<file path="config.mk">
export PLATFORM = sky130hd
export DESIGN_NAME = score_reader
export DESIGN_NICKNAME = d
export VERILOG_FILES = /design/src/rtl/score_reader.sv
export SDC_FILE = /design/constraint.sdc
export NUM_CORES = 1
export LEC_CHECK = 0
export BUFFER_PORTS_ARGS = -buffer_cell sky130_fd_sc_hd__buf_2
export CAP_MARGIN = 20
export CORE_MARGIN = 2
export CORE_UTILIZATION = 50
export DETAILED_ROUTE_END_ITERATION = 6
export PLACE_DENSITY = 0.76
export SLEW_MARGIN = 20
export SYNTH_ARGS = -nofsm -noshare
export SYNTH_HDL_FRONTEND = slang
export SYNTH_SLANG_ARGS = --single-unit
</file>
<file path="constraint.sdc">
create_clock -name Clock -period 8 [get_ports Clock]
set_input_delay 1.2 -clock Clock [delete_from_list [all_inputs] [get_ports Clock]]
set_output_delay 1.2 -clock Clock [all_outputs]
set_load 0.02 [all_outputs]
</file>
<file path="src/rtl/score_reader.sv">
// Walks the score register file (count at address 0, scores at 1..N) and produces
// best, worst and average scores. Optional build macro: SCORE_READER_ROUND_EN (round-half-up average).
module score_reader #(
    parameter int unsigned DATA_WIDTH  = 13,
    parameter int unsigned ADDR_WIDTH  = 3,
    parameter int unsigned MAX_ENTRIES = 4
) (
    input  logic                  Clock,
    input  logic                  Reset,
    input  logic                  Start,
    input  logic [DATA_WIDTH-1:0] ReadData,
    output logic [ADDR_WIDTH-1:0] ReadAddress,
    output logic                  Busy,
    output logic                  Done,
    output logic                  ResultValid,
    output logic                  Empty,
    output logic [DATA_WIDTH-1:0] BestScore,
    output logic [DATA_WIDTH-1:0] WorstScore,
    output logic [DATA_WIDTH-1:0] AverageScore,
    output logic [2:0]            State
);

    localparam int unsigned SUM_W = DATA_WIDTH + ADDR_WIDTH;
    localparam int unsigned CNT_W = $clog2(SUM_W);
    localparam logic [ADDR_WIDTH-1:0] MAX_N = ADDR_WIDTH'(MAX_ENTRIES);
    localparam logic [CNT_W-1:0] LAST_STEP = CNT_W'(SUM_W - 1);

    typedef enum logic [2:0] {
        S_IDLE       = 3'b000,
        S_READ_COUNT = 3'b001,
        S_READ_SCORE = 3'b010,
        S_DIVIDE     = 3'b011,
        S_DONE       = 3'b100
    } state_e;

    state_e                state_q;
    logic [ADDR_WIDTH-1:0] n_q;
    logic [ADDR_WIDTH-1:0] idx_q;
    logic [ADDR_WIDTH-1:0] rem_q;
    logic [SUM_W-1:0]      sum_q;
    logic [SUM_W-1:0]      quo_q;
    logic [CNT_W-1:0]      cnt_q;
    logic [DATA_WIDTH-1:0] best_acc_q;
    logic [DATA_WIDTH-1:0] worst_acc_q;
    logic [DATA_WIDTH-1:0] best_q;
    logic [DATA_WIDTH-1:0] worst_q;
    logic [DATA_WIDTH-1:0] avg_q;
    logic                  busy_q;
    logic                  done_q;
    logic                  valid_q;
    logic                  empty_q;

    logic [ADDR_WIDTH-1:0] count_d;
    logic [SUM_W-1:0]      sum_d;
    logic [SUM_W-1:0]      dividend_d;
    logic [ADDR_WIDTH:0]   rem_shift_d;
    logic [ADDR_WIDTH:0]   rem_sub_d;
    logic                  rem_fits_d;

    // Clamp compares the full data word so large stored counts never alias to small ones.
    assign count_d = (ReadData > DATA_WIDTH'(MAX_ENTRIES)) ? MAX_N : ReadData[ADDR_WIDTH-1:0];
    assign sum_d   = sum_q + SUM_W'(ReadData);

`ifdef SCORE_READER_ROUND_EN
    assign dividend_d = sum_d + SUM_W'(n_q >> 1);
`else
    assign dividend_d = sum_d;
`endif

    // Restoring divide step: quo_q shifts the dividend out at the top and the quotient in at the bottom.
    assign rem_shift_d = {rem_q, quo_q[SUM_W-1]};
    assign rem_fits_d  = (rem_shift_d >= {1'b0, n_q});
    assign rem_sub_d   = rem_shift_d - {1'b0, n_q};

    always_ff @(posedge Clock or posedge Reset) begin
        if (Reset) begin
            state_q     <= S_IDLE;
            n_q         <= '0;
            idx_q       <= '0;
            rem_q       <= '0;
            sum_q       <= '0;
            quo_q       <= '0;
            cnt_q       <= '0;
            best_acc_q  <= '0;
            worst_acc_q <= '0;
            best_q      <= '0;
            worst_q     <= '0;
            avg_q       <= '0;
            busy_q      <= 1'b0;
            done_q      <= 1'b0;
            valid_q     <= 1'b0;
            empty_q     <= 1'b0;
        end else begin
            done_q <= 1'b0;
            case (state_q)
                S_IDLE: begin
                    idx_q <= '0;
                    if (Start) begin
                        state_q     <= S_READ_COUNT;
                        busy_q      <= 1'b1;
                        valid_q     <= 1'b0;
                        empty_q     <= 1'b0;
                        sum_q       <= '0;
                        best_acc_q  <= '1;
                        worst_acc_q <= '0;
                    end
                end
                S_READ_COUNT: begin
                    n_q <= count_d;
                    if (count_d == '0) begin
                        state_q <= S_DONE;
                    end else begin
                        state_q <= S_READ_SCORE;
                        idx_q   <= ADDR_WIDTH'(1);
                    end
                end
                S_READ_SCORE: begin
                    sum_q <= sum_d;
                    if (ReadData < best_acc_q) begin
                        best_acc_q <= ReadData;
                    end
                    if (ReadData > worst_acc_q) begin
                        worst_acc_q <= ReadData;
                    end
                    if (idx_q == n_q) begin
                        state_q <= S_DIVIDE;
                        idx_q   <= '0;
                        quo_q   <= dividend_d;
                        rem_q   <= '0;
                        cnt_q   <= '0;
                    end else begin
                        idx_q <= idx_q + ADDR_WIDTH'(1);
                    end
                end
                S_DIVIDE: begin
                    if (rem_fits_d) begin
                        rem_q <= rem_sub_d[ADDR_WIDTH-1:0];
                        quo_q <= {quo_q[SUM_W-2:0], 1'b1};
                    end else begin
                        rem_q <= rem_shift_d[ADDR_WIDTH-1:0];
                        quo_q <= {quo_q[SUM_W-2:0], 1'b0};
                    end
                    cnt_q <= cnt_q + CNT_W'(1);
                    if (cnt_q == LAST_STEP) begin
                        state_q <= S_DONE;
                    end
                end
                S_DONE: begin
                    state_q <= S_IDLE;
                    busy_q  <= 1'b0;
                    done_q  <= 1'b1;
                    valid_q <= 1'b1;
                    if (n_q == '0) begin
                        empty_q <= 1'b1;
                        best_q  <= '0;
                        worst_q <= '0;
                        avg_q   <= '0;
                    end else begin
                        empty_q <= 1'b0;
                        best_q  <= best_acc_q;
                        worst_q <= worst_acc_q;
                        avg_q   <= quo_q[DATA_WIDTH-1:0];
                    end
                end
                default: begin
                    state_q <= S_IDLE;
                    busy_q  <= 1'b0;
                    idx_q   <= '0;
                end
            endcase
        end
    end

    assign ReadAddress  = idx_q;
    assign Busy         = busy_q;
    assign Done         = done_q;
    assign ResultValid  = valid_q;
    assign Empty        = empty_q;
    assign BestScore    = best_q;
    assign WorstScore   = worst_q;
    assign AverageScore = avg_q;
    assign State        = state_q;

endmodule

</file>
==> metrics.yaml <==
worstMarginPinSlew_ps: 1010
path_common_cell: "a21o_1"
cts_resized: 0
path_cells: "buf_2 -> ha_1 -> a21o_1 -> a21o_1 -> a21o_1 -> a21oi_1 -> nor2_1 -> nor3_1"
viasPerCell: 6.07
synth-seq-cells: 117
yosys_warnings: 0
port_buffers: 64
reg2regPathDepth: 8
startpoint_type: "primary input"
tns_ps: 0
cts.sinks: 117
rsz0062_at_grt: "no"
p_total_mw: 3.04
grt_pass1_wl_mm: 25.5
synth_enable_flop_cells: 0
min_path_cells: 2
clock_latency_ps: 420
fillerInstances: 955
ctsHoldBuffers: 0
antenna_found_initial: 0
cp-end-kind: "register"
synthArstFlopShare_pct: 100
hold_class: "register to register"
initial_utilization_pct: 51.4
fin_crit_sh_pct: 41.5
syn_nets: 656
post_cts.repair.setup_buffers: 0
clock.fmax_ghz: 0.301
finalHoldViolCount: 0
die-area_mm2: 0.0133
finClkSkew_ps: 7.80
utilization_pct: 59.4
drv_slew: 0
ant_nets: 0
slowest_stage: "a21oi_1"
hpwl_mm: 10.3
leakage_nw: 3.43
htreeDepth: 4
yosysSeqAreaShare_pct: 47.3
cpLargestDelayFamily: "compound AO/OA/AOI/OAI gates"
setup_viol_count_final: 0
slew_headroom_pct: 32.5
core-area_mm2: 0.0121
synthTopCellsByArea: "dfrtp_1 47%, ha_1 8.7%, a22o_1 8.3%, o21ai_0 3.2%, nand2_1 2.5%"
syn-cell-area_mm2: 0.00619
status: "completed"
grt_pass1_vias: 4968
worst_ep_arrival_time_ps: 3650
firstDrtPassIters: 4
r2r_end: "best_acc_q[0]$_DFFE_PP0P_"
drc: 0
die-height_um: 115
cts_tree: "done"
grt_use_total_pct: 24.7
p_per_area_mw_per_mm2: 425
syn2layout_area_growth_pct: 15.6
ir_worst_vdd_v: 0.000209
worstHoldStart: "ResultValid$_DFFE_PP0P_"
r2r_start: "best_acc_q[10]$_DFFE_PP0P_"
r2r_slack_ps: 5140
antenna_cells: 0
rows: 40
synth_top_area_share_pct: 47.3
cts.clk_slew.worst_paths_ps: 60
max_cap_viol_count: 0
critPathMaxStageDelay_ps: 890
crit_fanout: 14
nNetsFinal: 711
clock_path_buffers: 2
path_class: "primary input to register"
cp.required_ps: 8330
netlist_instances: 595
io_pins: 65
syn_area_per_cell_um2: 10.4
fp.dieW_um: 115
routed_wl_mm: 15.5
clockRootBuffer: "clkbuf_16"
drt_iter0_markers: 398
grt-ovfl-total: 0
fin_crit_ps: 3320
yosys.area.top_type: "dfrtp_1"
dr_total_vias: 5041
grt_max_degree: 76
drive_gt1_share_pct: 18.4
netlist-cell-type-count: 57
routedWlPerCell_um: 18.7
min_to: "ResultValid$_DFFE_PP0P_"
path_buf_inv: 1
place_congestion: 0.890
cts-buffers-inserted: 17
ys.flop_type: "dfrtp_1"
-- how the worst max path moves through the flow --
stage / from / depth (start not counted) / end
3_3_place_gp: ReadData[10] / 8 / best_acc_q[12]$_DFFE_PP0P_
4_1_cts: ReadData[10] / 8 / best_acc_q[0]$_DFFE_PP0P_
5_1_grt: ReadData[10] / 8 / best_acc_q[5]$_DFFE_PP0P_
3_5_place_dp: ReadData[10] / 8 / best_acc_q[0]$_DFFE_PP0P_
2_1_floorplan: Reset / 1 / AverageScore[0]$_DFFE_PP0P_
6_report: ReadData[10] / 8 / best_acc_q[0]$_DFFE_PP0P_
-- routing by layer --
metal / global-route usage [%] / wire (um) / vias to the layer above
met5: 0 / 0 / -
met4: 10.1 / 320 / 0
met1: 33.4 / 7030 / 2509
met2: 38.8 / 7330 / 172
met3: 5.38 / 841 / 31
li1: - / - / 2329
-- kinds of logic (layout without fill, tap and decap cells) --
logic type	count (synthesis)	count (layout)	synth area share (%)
buffers and inverters	72	140	4.79
DFF	117	117	47.3
and+or+nand+nor	137	137	10.8
xor gates and xnor gates	15	15	2.12
adders and majority gates	45	45	9.33
muxes	1	1	0.162
AOI/OAI and AO/OA	208	208	25.6
-- state kept, by name, summed over array words and instances, names as in the netlist --
signal,cells
quo_q,16
sum_q,16
AverageScore,13
BestScore,13
WorstScore,13
best_acc_q,13
worst_acc_q,13
cnt_q,4
ReadAddress,3
State,3
n_q,3
rem_q,3
Busy,1
Done,1
Empty,1
ResultValid,1
-- layout by cell type, fill, tap and decap left out, drive strengths merged, types with 4 or more instances in the layout --
| master | Yosys | layout |
|---|---|---|
| nor4 | 16 | 16 |
| nand3 | 11 | 11 |
| clkinv | 0 | 8 |
| o211ai | 4 | 4 |
| xor2 | 10 | 10 |
| o21ai | 46 | 46 |
| xnor2 | 5 | 5 |
| ha | 43 | 43 |
| a31oi | 6 | 6 |
| a22o | 59 | 59 |
| inv | 39 | 39 |
| a22oi | 10 | 10 |
| a2111oi | 14 | 14 |
| a21o | 17 | 17 |
| o21a | 5 | 5 |
| nand4 | 6 | 6 |
| nor2 | 28 | 28 |
| nor2b | 4 | 4 |
| clkbuf | 15 | 22 |
| buf | 18 | 69 |
| a211oi | 4 | 4 |
| nand2 | 41 | 41 |
| nor3 | 17 | 17 |
| dfrtp | 117 | 117 |
| a21oi | 25 | 25 |
-- cell type report --
| type | count | area [um^2] | share of cell area, % |
|---|---|---|---|
| tap | 168 | 210 | 2.93 |
| clock inverter | 10 | 58.8 | 0.821 |
| multi-input combinational | 406 | 2990 | 41.7 |
| timing repair buffer | 69 | 378 | 5.28 |
| inverter | 39 | 149 | 2.08 |
| clock buffer | 22 | 454 | 6.34 |
| sequential | 117 | 2930 | 40.9 |
-- synth_stat cells (3+ instances only) --
master,count
and2_1,3
a2111oi_0,4
a21o_1,17
a31oi_1,6
clkbuf_1,15
ha_1,43
xor2_1,10
xnor2_1,5
nor2b_1,4
nand2b_1,3
o21ai_1,5
nor3_1,16
o21ai_0,40
nor4_1,16
a22oi_1,10
dfrtp_1,117
nand4_1,6
a21oi_1,25
nand2_1,41
inv_1,39
o211ai_1,3
nand3_1,11
a22o_1,59
nor2_1,27
buf_2,15
a211oi_1,3
o21a_1,5
a2111oi_2,10
-- report_power, final --
group	switching [mW]	internal [mW]
clock	0.268	0.399
sequential	0.195	0.831
combinational	0.832	0.519
total	1.29	1.75
-- worst register-to-register path, delay by kind of cell (launching register included) --
family                     cells  cell delay [ps]
DFF                            1              420
buffers and inverters          1               80
AOI/OAI and AO/OA              4             1620
and+or+nand+nor                2              330
adders and majority gates      1              320
-- through the flow --
stage / hold slack (ps) / area (um^2) / setup WS (ps) / cells
floorplan: 454 / 6190 / 3700 / 595
CTS: 487 / 7140 / 4710 / 830
finish: 482 / 7160 / 4680 / 831
detailed placement: 479 / 6620 / 4280 / 798
global placement: 458 / 6620 / 4490 / 798
global route: 507 / 7160 / 4480 / 831
Power figures use the tool's default switching activity.
